==> src/rtl/stepdown_ctrl_pkg.sv <==
`default_nettype none
// ============================================================================
//  Module      : stepdown_ctrl_pkg
//  Description : Shared definitions for the step-down switch sequencer.
//                Holds the gate-sequencer state encoding and the default
//                values of the block's size and timing parameters.
//  Revision    : 1.0 - initial release
// ============================================================================
package stepdown_ctrl_pkg;

    // Default period/duty counter width and deadtime field width
    localparam int c_pw_default      = 8;
    localparam int c_dtw_default     = 4;

    // Default OCP blanking length (HS_ON cycles) and fault threshold
    // (consecutive OCP-terminated periods)
    localparam int c_blank_default   = 3;
    localparam int c_ocp_lim_default = 4;

    // Gate sequencer states
    typedef enum logic [2:0] {
        ST_IDLE  = 3'd0,
        ST_DT_LH = 3'd1,
        ST_HS_ON = 3'd2,
        ST_DT_HL = 3'd3,
        ST_LS_ON = 3'd4,
        ST_DIODE = 3'd5,
        ST_FAULT = 3'd6
    } state_t;

endpackage : stepdown_ctrl_pkg
`default_nettype wire

==> src/rtl/stepdown_dt_timer.sv <==
`default_nettype none
// ============================================================================
//  Module      : stepdown_dt_timer
//  Description : Loadable saturating down-counter used for deadtime,
//                high-side on-time and OCP blanking intervals.
//                Loading value N makes o_done assert N cycles later and stay
//                asserted until the next load (load 0 -> done next cycle).
//  Ports       : clk        - clock
//                rst        - asynchronous active-high reset
//                i_load     - load i_load_val into the counter
//                i_load_val - interval length minus one
//                i_count    - decrement enable
//                o_done     - counter has reached zero
//  Revision    : 1.0 - initial release
// ============================================================================
module stepdown_dt_timer
    import stepdown_ctrl_pkg::*;
#(
    parameter int W = c_pw_default
) (
    input  logic         clk,
    input  logic         rst,
    input  logic         i_load,
    input  logic [W-1:0] i_load_val,
    input  logic         i_count,
    output logic         o_done
);

    logic [W-1:0] r_cnt;

    always_ff @(posedge clk or posedge rst) begin
        if (rst) begin
            r_cnt <= '0;
        end else if (i_load) begin
            r_cnt <= i_load_val;
        end else if (i_count && (r_cnt != '0)) begin
            r_cnt <= r_cnt - W'(1);
        end
    end

    assign o_done = (r_cnt == '0);

endmodule : stepdown_dt_timer
`default_nettype wire

==> src/rtl/stepdown_switch_seq.sv <==
`default_nettype none
// ============================================================================
//  Module      : stepdown_switch_seq
//  Description : Gate sequencer for a synchronous step-down converter.
//                A free-running period counter starts each switching period;
//                the FSM drives deadtime -> high side -> deadtime -> low side,
//                with over-current termination (after blanking), diode
//                emulation on zero-cross, and a latched fault after repeated
//                OCP-terminated periods.
//  Ports       : CELCLK       - clock
//                CELRST       - asynchronous active-high reset
//                CELV/CELG/SUB- supply pins, no logic function
//                en           - converter enable
//                cfg_period   - period length minus one (clocks)
//                cfg_duty     - requested HS on-count
//                cfg_dt       - deadtime (clocks, 0 treated as 1)
//                ocp, zcd     - synchronised comparator inputs
//                hs_on, ls_on - registered gate requests
//                cycle_start  - one-cycle pulse at period start
//                fault        - latched OCP fault
//  Revision    : 1.0 - initial release
// ============================================================================
module stepdown_switch_seq
    import stepdown_ctrl_pkg::*;
#(
    parameter int PW      = c_pw_default,
    parameter int DTW     = c_dtw_default,
    parameter int BLANK   = c_blank_default,
    parameter int OCP_LIM = c_ocp_lim_default
) (
    input  logic           CELCLK,
    input  logic           CELRST,
    input  logic           CELV,
    input  logic           CELG,
    input  logic           SUB,
    input  logic           en,
    input  logic [PW-1:0]  cfg_period,
    input  logic [PW-1:0]  cfg_duty,
    input  logic [DTW-1:0] cfg_dt,
    input  logic           ocp,
    input  logic           zcd,
    output logic           hs_on,
    output logic           ls_on,
    output logic           cycle_start,
    output logic           fault
);

    localparam int TW = (PW > DTW) ? PW : DTW;      // phase timer width
    localparam int BW = $clog2(BLANK + 2);          // blanking timer width
    localparam int RW = $clog2(OCP_LIM + 1);        // ocp_run width
    localparam int SW = PW + DTW + 2;               // signed duty arithmetic

    localparam logic [BW-1:0] c_blank_val  = BW'(BLANK);
    localparam logic [RW-1:0] c_run_last   = RW'(OCP_LIM - 1);

    state_t         r_state;
    state_t         w_next;
    logic [PW-1:0]  r_pcnt;
    logic [PW-1:0]  r_period_l;
    logic [PW-1:0]  r_duty_l;
    logic [DTW-1:0] r_dt_l;
    logic [RW-1:0]  r_ocp_run;
    logic           r_hs;
    logic           r_ls;
    logic           r_cs;
    logic           r_fault;

    logic           w_run;
    logic           w_cs;
    logic [PW-1:0]  w_period_cur;
    logic [DTW-1:0] w_dt_new;
    logic [PW-1:0]  w_duty_new;
    logic signed [SW-1:0] w_room;
    logic signed [SW-1:0] w_duty_req;

    logic           w_ph_load;
    logic [TW-1:0]  w_ph_val;
    logic           w_ph_done;
    logic           w_bl_load;
    logic           w_bl_done;
    logic           w_ocp_inc;
    logic           w_ocp_clr;

    logic           w_unused_pins;

    // Supply/substrate pins carry no logic
    assign w_unused_pins = CELV ^ CELG ^ SUB;

    // ------------------------------------------------------------------
    // Period counter
    // ------------------------------------------------------------------
    assign w_run = en & ~r_fault;
    assign w_cs  = w_run & (r_pcnt == '0);

    // The wrap point is taken from the value latched at period start so a
    // mid-period cfg_period write only affects the following period.
    assign w_period_cur = w_cs ? cfg_period : r_period_l;

    always_ff @(posedge CELCLK or posedge CELRST) begin
        if (CELRST) begin
            r_pcnt     <= '0;
            r_period_l <= '0;
        end else begin
            if (!w_run) begin
                r_pcnt <= '0;
            end else if (r_pcnt >= w_period_cur) begin
                r_pcnt <= '0;
            end else begin
                r_pcnt <= r_pcnt + PW'(1);
            end
            if (w_cs) begin
                r_period_l <= cfg_period;
            end
        end
    end

    // ------------------------------------------------------------------
    // Per-period timing snapshot: deadtime of at least one clock, and the
    // HS on-time clamped so both deadtimes still fit inside the period.
    // ------------------------------------------------------------------
    assign w_dt_new   = (cfg_dt == '0) ? DTW'(1) : cfg_dt;
    assign w_room     = $signed({{(SW-PW){1'b0}}, cfg_period})
                      - $signed({{(SW-DTW-1){1'b0}}, w_dt_new, 1'b0});
    assign w_duty_req = $signed({{(SW-PW){1'b0}}, cfg_duty});

    always_comb begin
        w_duty_new = '0;
        if (w_room[SW-1]) begin
            w_duty_new = '0;
        end else if (w_duty_req < w_room) begin
            w_duty_new = cfg_duty;
        end else begin
            w_duty_new = w_room[PW-1:0];
        end
    end

    always_ff @(posedge CELCLK or posedge CELRST) begin
        if (CELRST) begin
            r_dt_l   <= DTW'(1);
            r_duty_l <= '0;
        end else if (w_cs) begin
            r_dt_l   <= w_dt_new;
            r_duty_l <= w_duty_new;
        end
    end

    // ------------------------------------------------------------------
    // Interval timers: one for deadtime/on-time phases, one for blanking
    // ------------------------------------------------------------------
    stepdown_dt_timer #(
        .W (TW)
    ) u_phase (
        .clk        (CELCLK),
        .rst        (CELRST),
        .i_load     (w_ph_load),
        .i_load_val (w_ph_val),
        .i_count    (1'b1),
        .o_done     (w_ph_done)
    );

    stepdown_dt_timer #(
        .W (BW)
    ) u_blank (
        .clk        (CELCLK),
        .rst        (CELRST),
        .i_load     (w_bl_load),
        .i_load_val (c_blank_val),
        .i_count    (1'b1),
        .o_done     (w_bl_done)
    );

    // ------------------------------------------------------------------
    // Sequencer next state. Timers are loaded with (length - 1) on the
    // transition into a timed phase, so the phase lasts exactly 'length'.
    // ------------------------------------------------------------------
    always_comb begin
        w_next    = r_state;
        w_ph_load = 1'b0;
        w_ph_val  = '0;
        w_bl_load = 1'b0;
        w_ocp_inc = 1'b0;
        w_ocp_clr = 1'b0;

        if (!en) begin
            // Disable overrides every other event in the same cycle
            w_next = ST_IDLE;
        end else begin
            case (r_state)
                ST_IDLE, ST_LS_ON, ST_DIODE: begin
                    if (w_cs) begin
                        if (w_duty_new != '0) begin
                            w_next    = ST_DT_LH;
                            w_ph_load = 1'b1;
                            w_ph_val  = TW'(w_dt_new - DTW'(1));
                        end else begin
                            w_next = ST_LS_ON;
                        end
                    end else if ((r_state == ST_LS_ON) && zcd) begin
                        w_next = ST_DIODE;
                    end
                end
                ST_DT_LH: begin
                    if (w_ph_done) begin
                        w_next    = ST_HS_ON;
                        w_ph_load = 1'b1;
                        w_ph_val  = TW'(r_duty_l - PW'(1));
                        w_bl_load = 1'b1;
                    end
                end
                ST_HS_ON: begin
                    if (w_ph_done) begin
                        // Full on-time reached: normal termination
                        w_next    = ST_DT_HL;
                        w_ph_load = 1'b1;
                        w_ph_val  = TW'(r_dt_l - DTW'(1));
                        w_ocp_clr = 1'b1;
                    end else if (ocp && w_bl_done) begin
                        w_ocp_inc = 1'b1;
                        if (r_ocp_run >= c_run_last) begin
                            w_next = ST_FAULT;
                        end else begin
                            w_next    = ST_DT_HL;
                            w_ph_load = 1'b1;
                            w_ph_val  = TW'(r_dt_l - DTW'(1));
                        end
                    end
                end
                ST_DT_HL: begin
                    if (w_ph_done) begin
                        w_next = ST_LS_ON;
                    end
                end
                ST_FAULT: begin
                    w_next = ST_FAULT;
                end
                default: begin
                    w_next = ST_IDLE;
                end
            endcase
        end
    end

    // ------------------------------------------------------------------
    // State, OCP run counter and registered outputs. Gates are decoded
    // from the next state so they change on the same edge as the state.
    // ------------------------------------------------------------------
    always_ff @(posedge CELCLK or posedge CELRST) begin
        if (CELRST) begin
            r_state   <= ST_IDLE;
            r_ocp_run <= '0;
            r_hs      <= 1'b0;
            r_ls      <= 1'b0;
            r_cs      <= 1'b0;
            r_fault   <= 1'b0;
        end else begin
            r_state <= w_next;
            r_hs    <= (w_next == ST_HS_ON);
            r_ls    <= (w_next == ST_LS_ON);
            r_fault <= (w_next == ST_FAULT);
            r_cs    <= w_cs;
            if (!en) begin
                r_ocp_run <= '0;
            end else if (w_ocp_inc) begin
                r_ocp_run <= r_ocp_run + RW'(1);
            end else if (w_ocp_clr) begin
                r_ocp_run <= '0;
            end
        end
    end

    assign hs_on       = r_hs;
    assign ls_on       = r_ls;
    assign cycle_start = r_cs;
    assign fault       = r_fault;

endmodule : stepdown_switch_seq
`default_nettype wire

==> config.mk <==
export PLATFORM = sky130hd
export DESIGN_NAME = stepdown_switch_seq
export DESIGN_NICKNAME = d
export VERILOG_FILES = /design/src/rtl/stepdown_ctrl_pkg.sv /design/src/rtl/stepdown_dt_timer.sv /design/src/rtl/stepdown_switch_seq.sv
export SDC_FILE = /design/constraint.sdc
export NUM_CORES = 1
export LEC_CHECK = 0
export ABC_AREA = 0
export BUFFER_PORTS_ARGS = -buffer_cell sky130_fd_sc_hd__buf_2
export CAP_MARGIN = 10
export CORE_MARGIN = 4
export CORE_UTILIZATION = 56
export DETAILED_ROUTE_END_ITERATION = 7
export GPL_ROUTABILITY_DRIVEN = 0
export PLACE_DENSITY = 0.76
export SETUP_SLACK_MARGIN = 0.02
export SLEW_MARGIN = 0
export SYNTH_ARGS = -nofsm -noshare
export SYNTH_HDL_FRONTEND = slang
export SYNTH_SLANG_ARGS = --single-unit
==> constraint.sdc <==
create_clock -name CELCLK -period 4.3 [get_ports CELCLK]
set_input_delay 0.215 -clock CELCLK [delete_from_list [all_inputs] [get_ports CELCLK]]
set_output_delay 0.215 -clock CELCLK [all_outputs]
set_load 0.01 [all_outputs]
==> summary.txt <==
Critical path
  – Crit. End Element: flop
  – Crit-path cells: buf_2 -> inv_1 -> a31oi_1 -> inv_1 -> ha_1 -> inv_1 -> fa_1 -> a21o_1 -> a21oi_1 -> xor2_1 -> inv_1 -> ha_1 -> nand4_1 -> or3_1 -> o21ai_0 -> nor2_1 -> or4_4 -> nor2_8 -> mux2i_1
  – Crit path DAT: 4.04 ns
  – Worst reg-to-reg path cell count: 14
  – Slowest-stage cell, CP: or4_4
  – Critical path fanouts, max: 8
  – CP peak stage delay: 0.47 ns
  – Setup CP Type: primary input to flop
  – Startpoint types: primary input
  – Required @ worst endpoint: 4.53 ns
  – Most frequent CP cell: inv_1

Routing
  – TritonRoute pass-1 iters: 4
  – Vias: 2826
  – DRT Wirelength: 7378 um
  – DRC violations left: 0
  – Via density: 5.698
  – DR iter-0 viols: 131
  – Antenna viol nets, final: 0
  – Mean routed wirelength per cell: 14.88 um

Place
  – Setup WS pre-CTS: 0.1828 ns
  – Port buffer count: 28
  – Placed Cells: 488
  – Placed inst area: 0.003700 mm^2
  – Dpl hpwl: 5774 um

Pwr
  – Peak supply drop: 0.3677 mV
  – PwrDens: 555.7 mW/mm^2
  – Pleak: 0.001816 uW
  – Power Total: 2104 uW

Timing
  – Slew Limit Fails: 0
  – Max Clock Skew: 0.006632 ns
  – Max Freq: 0.2625 GHz
  – Post-route setup TNS: 0 ns
  – Worst Tran Pin Value: 1.011 ns
  – Final hold violations: 0
  – Final WS setup: 0.4912 ns
  – Slew HR: 32.51%
  – Final Cycle Share: 88.58%
  – RSZ-0062 raised after global routing: no
  – Final worst path period need: 3.809 ns
  – Finish-stage setup viols: 0

Die
  – Core ar.: 0.005991 mm^2
  – Starting Density: 58.40%
  – Die footprint: 0.007576 mm^2
  – # rows: 28
  – Die Width: 87.04 um
  – Die height: 87.04 um
  – Ports: 32

Synth
  – Ys async rst share: 100.0%
  – Synthesized area: 0.003498 mm^2
  – Post-synthesis cell type count: 55
  – Cell accounting for the most synthesized area: dfrtp_1
  – Mapped Cells: 394
  – Top post-synthesis cells by area: dfrtp_1 (34%), ha_1 (10%), mux2i_1 (6.0%)
  – Yosys Warn Count: 0
  – Yosys top cell area share: 34.33%
  – Most used DFF post-synth: dfrtp_1
  – Share of the yosys chip area belonging to registers: 35.09%
  – Mapped Avg Cell Area: 8.879 um^2
  – Syn Nets: 452
  – Synth Register Bits: 49
  – EDFF count, synth: 0

Clocking
  – Root Driver: clkbuf_8
  – CTS H-tree depth: 2
  – Number of setup buffers added after CTS: 0
  – Total CTS buffers: 5
  – Hold_buf cts: 0
  – Worst-path clk slew: 0.09 ns
  – CTS tree: built
  – CTS max path bufs: 2
  – Clock sink count: 49
  – Clock latency on the worst-skew pair: 0.31 ns
  – Post-CTS Resized: 0

Global route
  – Largest net degree at the start of global routing: 50
  – Total track usage: 21.67%
  – Antenna violations before repair: 0
  – Total gr overflow: 0
  – First-pass GRT wire length: 13030 um
  – Vias in the first global route: 2768

Outcome
  – Status: finished, final reports clean

Finish
  – Layout cells sized above 1: 12.59%
  – Most frequent cells in the layout: dfrtp_1 (48), nor2_1 (41), inv_1 (34), nand2_1 (34), ha_1 (29)
  – Commonest non-fill, non-tap cell in the layout: dfrtp_1
  – Final Cell Area: 0.003786 mm^2
  – Register area: 0.001227 mm^2
  – Antenna cells: 0
  – Post-route insts no fill: 496
  – Area of the multi-input gates: 0.002083 mm^2
  – Nets: 478
  – Area Overhead vs Synth: 8.226%
  – Fillers: 519

Run
  – Maxcap violations: 0

Hold path
  – Hold WC Path Type: primary input to asynchronous set/reset pin
cells by family (layout without fill, tap and decap cells):
group	count (synthesis)	after routing	share of synthesized area [%]
adders and majority gates	30	30	10.94
buffers and inverters	47	74	5.365
AOI/OAI and AO/OA	74	74	12.98
xor gates and xnor gates	26	26	6.509
and+or+nand+nor	147	147	23.10
DFF	49	49	35.09
muxes	21	21	6.009
metal layers:
layer / up-vias / GRT usage [%] / wire (um)
met2: 48 / 35.06 / 3593
met4: 0 / 7.082 / 91
li1: 1430 / - / -
met1: 1339 / 29.42 / 3381
met5: - / 0 / 0
met3: 9 / 3.784 / 312
critical path, delay by kind of cell:
family	cells	cell delay [ns]
xor gates and xnor gates	1	0.28
muxes	1	0.22
and+or+nand+nor	5	1.27
adders and majority gates	3	0.83
buffers and inverters	5	0.47
AOI/OAI and AO/OA	4	0.76
synthesized netlist by cell type (6+ instances only):
cell / n
xor2_1: 9
o22ai_1: 6
nor4_1: 6
nand2b_1: 6
nand2_1: 34
inv_1: 35
clkbuf_1: 8
dfrtp_1: 48
xnor2_1: 17
a21oi_1: 21
nor3_1: 14
nor2b_1: 6
ha_1: 29
nor2_1: 41
nand3_1: 9
o21ai_0: 22
mux2i_1: 21
final timing paths:
check	start	endpoint	slack, ns
hold reg to reg	r_period_l[1]$_DFF_PP0_	r_period_l[1]$_DFF_PP0_	0.48
hold / removal	CELRST	hs_on$_DFF_PP0_	0.13
setup / recovery	cfg_dt[3]	u_phase.r_cnt[3]$_DFFE_PP0P_	0.49
setup reg to reg	r_pcnt[0]$_DFF_PP0_	r_pcnt[4]$_DFF_PP0_	1.30
min in group CELCLK	en	u_blank.r_cnt[2]$_DFFE_PP0P_	0.15
max in group asynchronous	CELRST	r_duty_l[1]$_DFFE_PP0P_	3.53
final cells by class:
class	instances	area share, %
Clock inverter	3	0.4627
Clock buffer	5	1.818
Sequential cell	49	32.42
Timing Repair Buffer	30	4.098
Tap cell	75	2.479
Multi-Input combinational cell	298	55.02
Inverter	36	3.701
registers in the layout (all words and copies together), names as in the netlist:
register	cells
r_duty_l	8
u_phase.r_cnt	8
r_dt_l	4
u_blank.r_cnt	3
r_period_l	8
fault	1
r_ocp_run	3
cycle_start	1
r_state	3
r_pcnt	8
ls_on	1
hs_on	1
where the power goes:
part / internal [uW] / total [uW] / switching [uW]
combinational: 471 / 1020 / 549
clock: 113 / 273 / 161
sequential: 641 / 811 / 169
total: 1220 / 2100 / 879
per-stage QoR:
stage                     hold WS [ns]  utilization (%)
final                           0.1338            63.20
after global routing            0.1533            63.20
after CTS                       0.1423            63.20
after detailed placement        0.4627            61.76
after global placement          0.4578            61.76
after floorplan                 0.3017                -
Note: power is estimated with default switching activity, not from simulation.
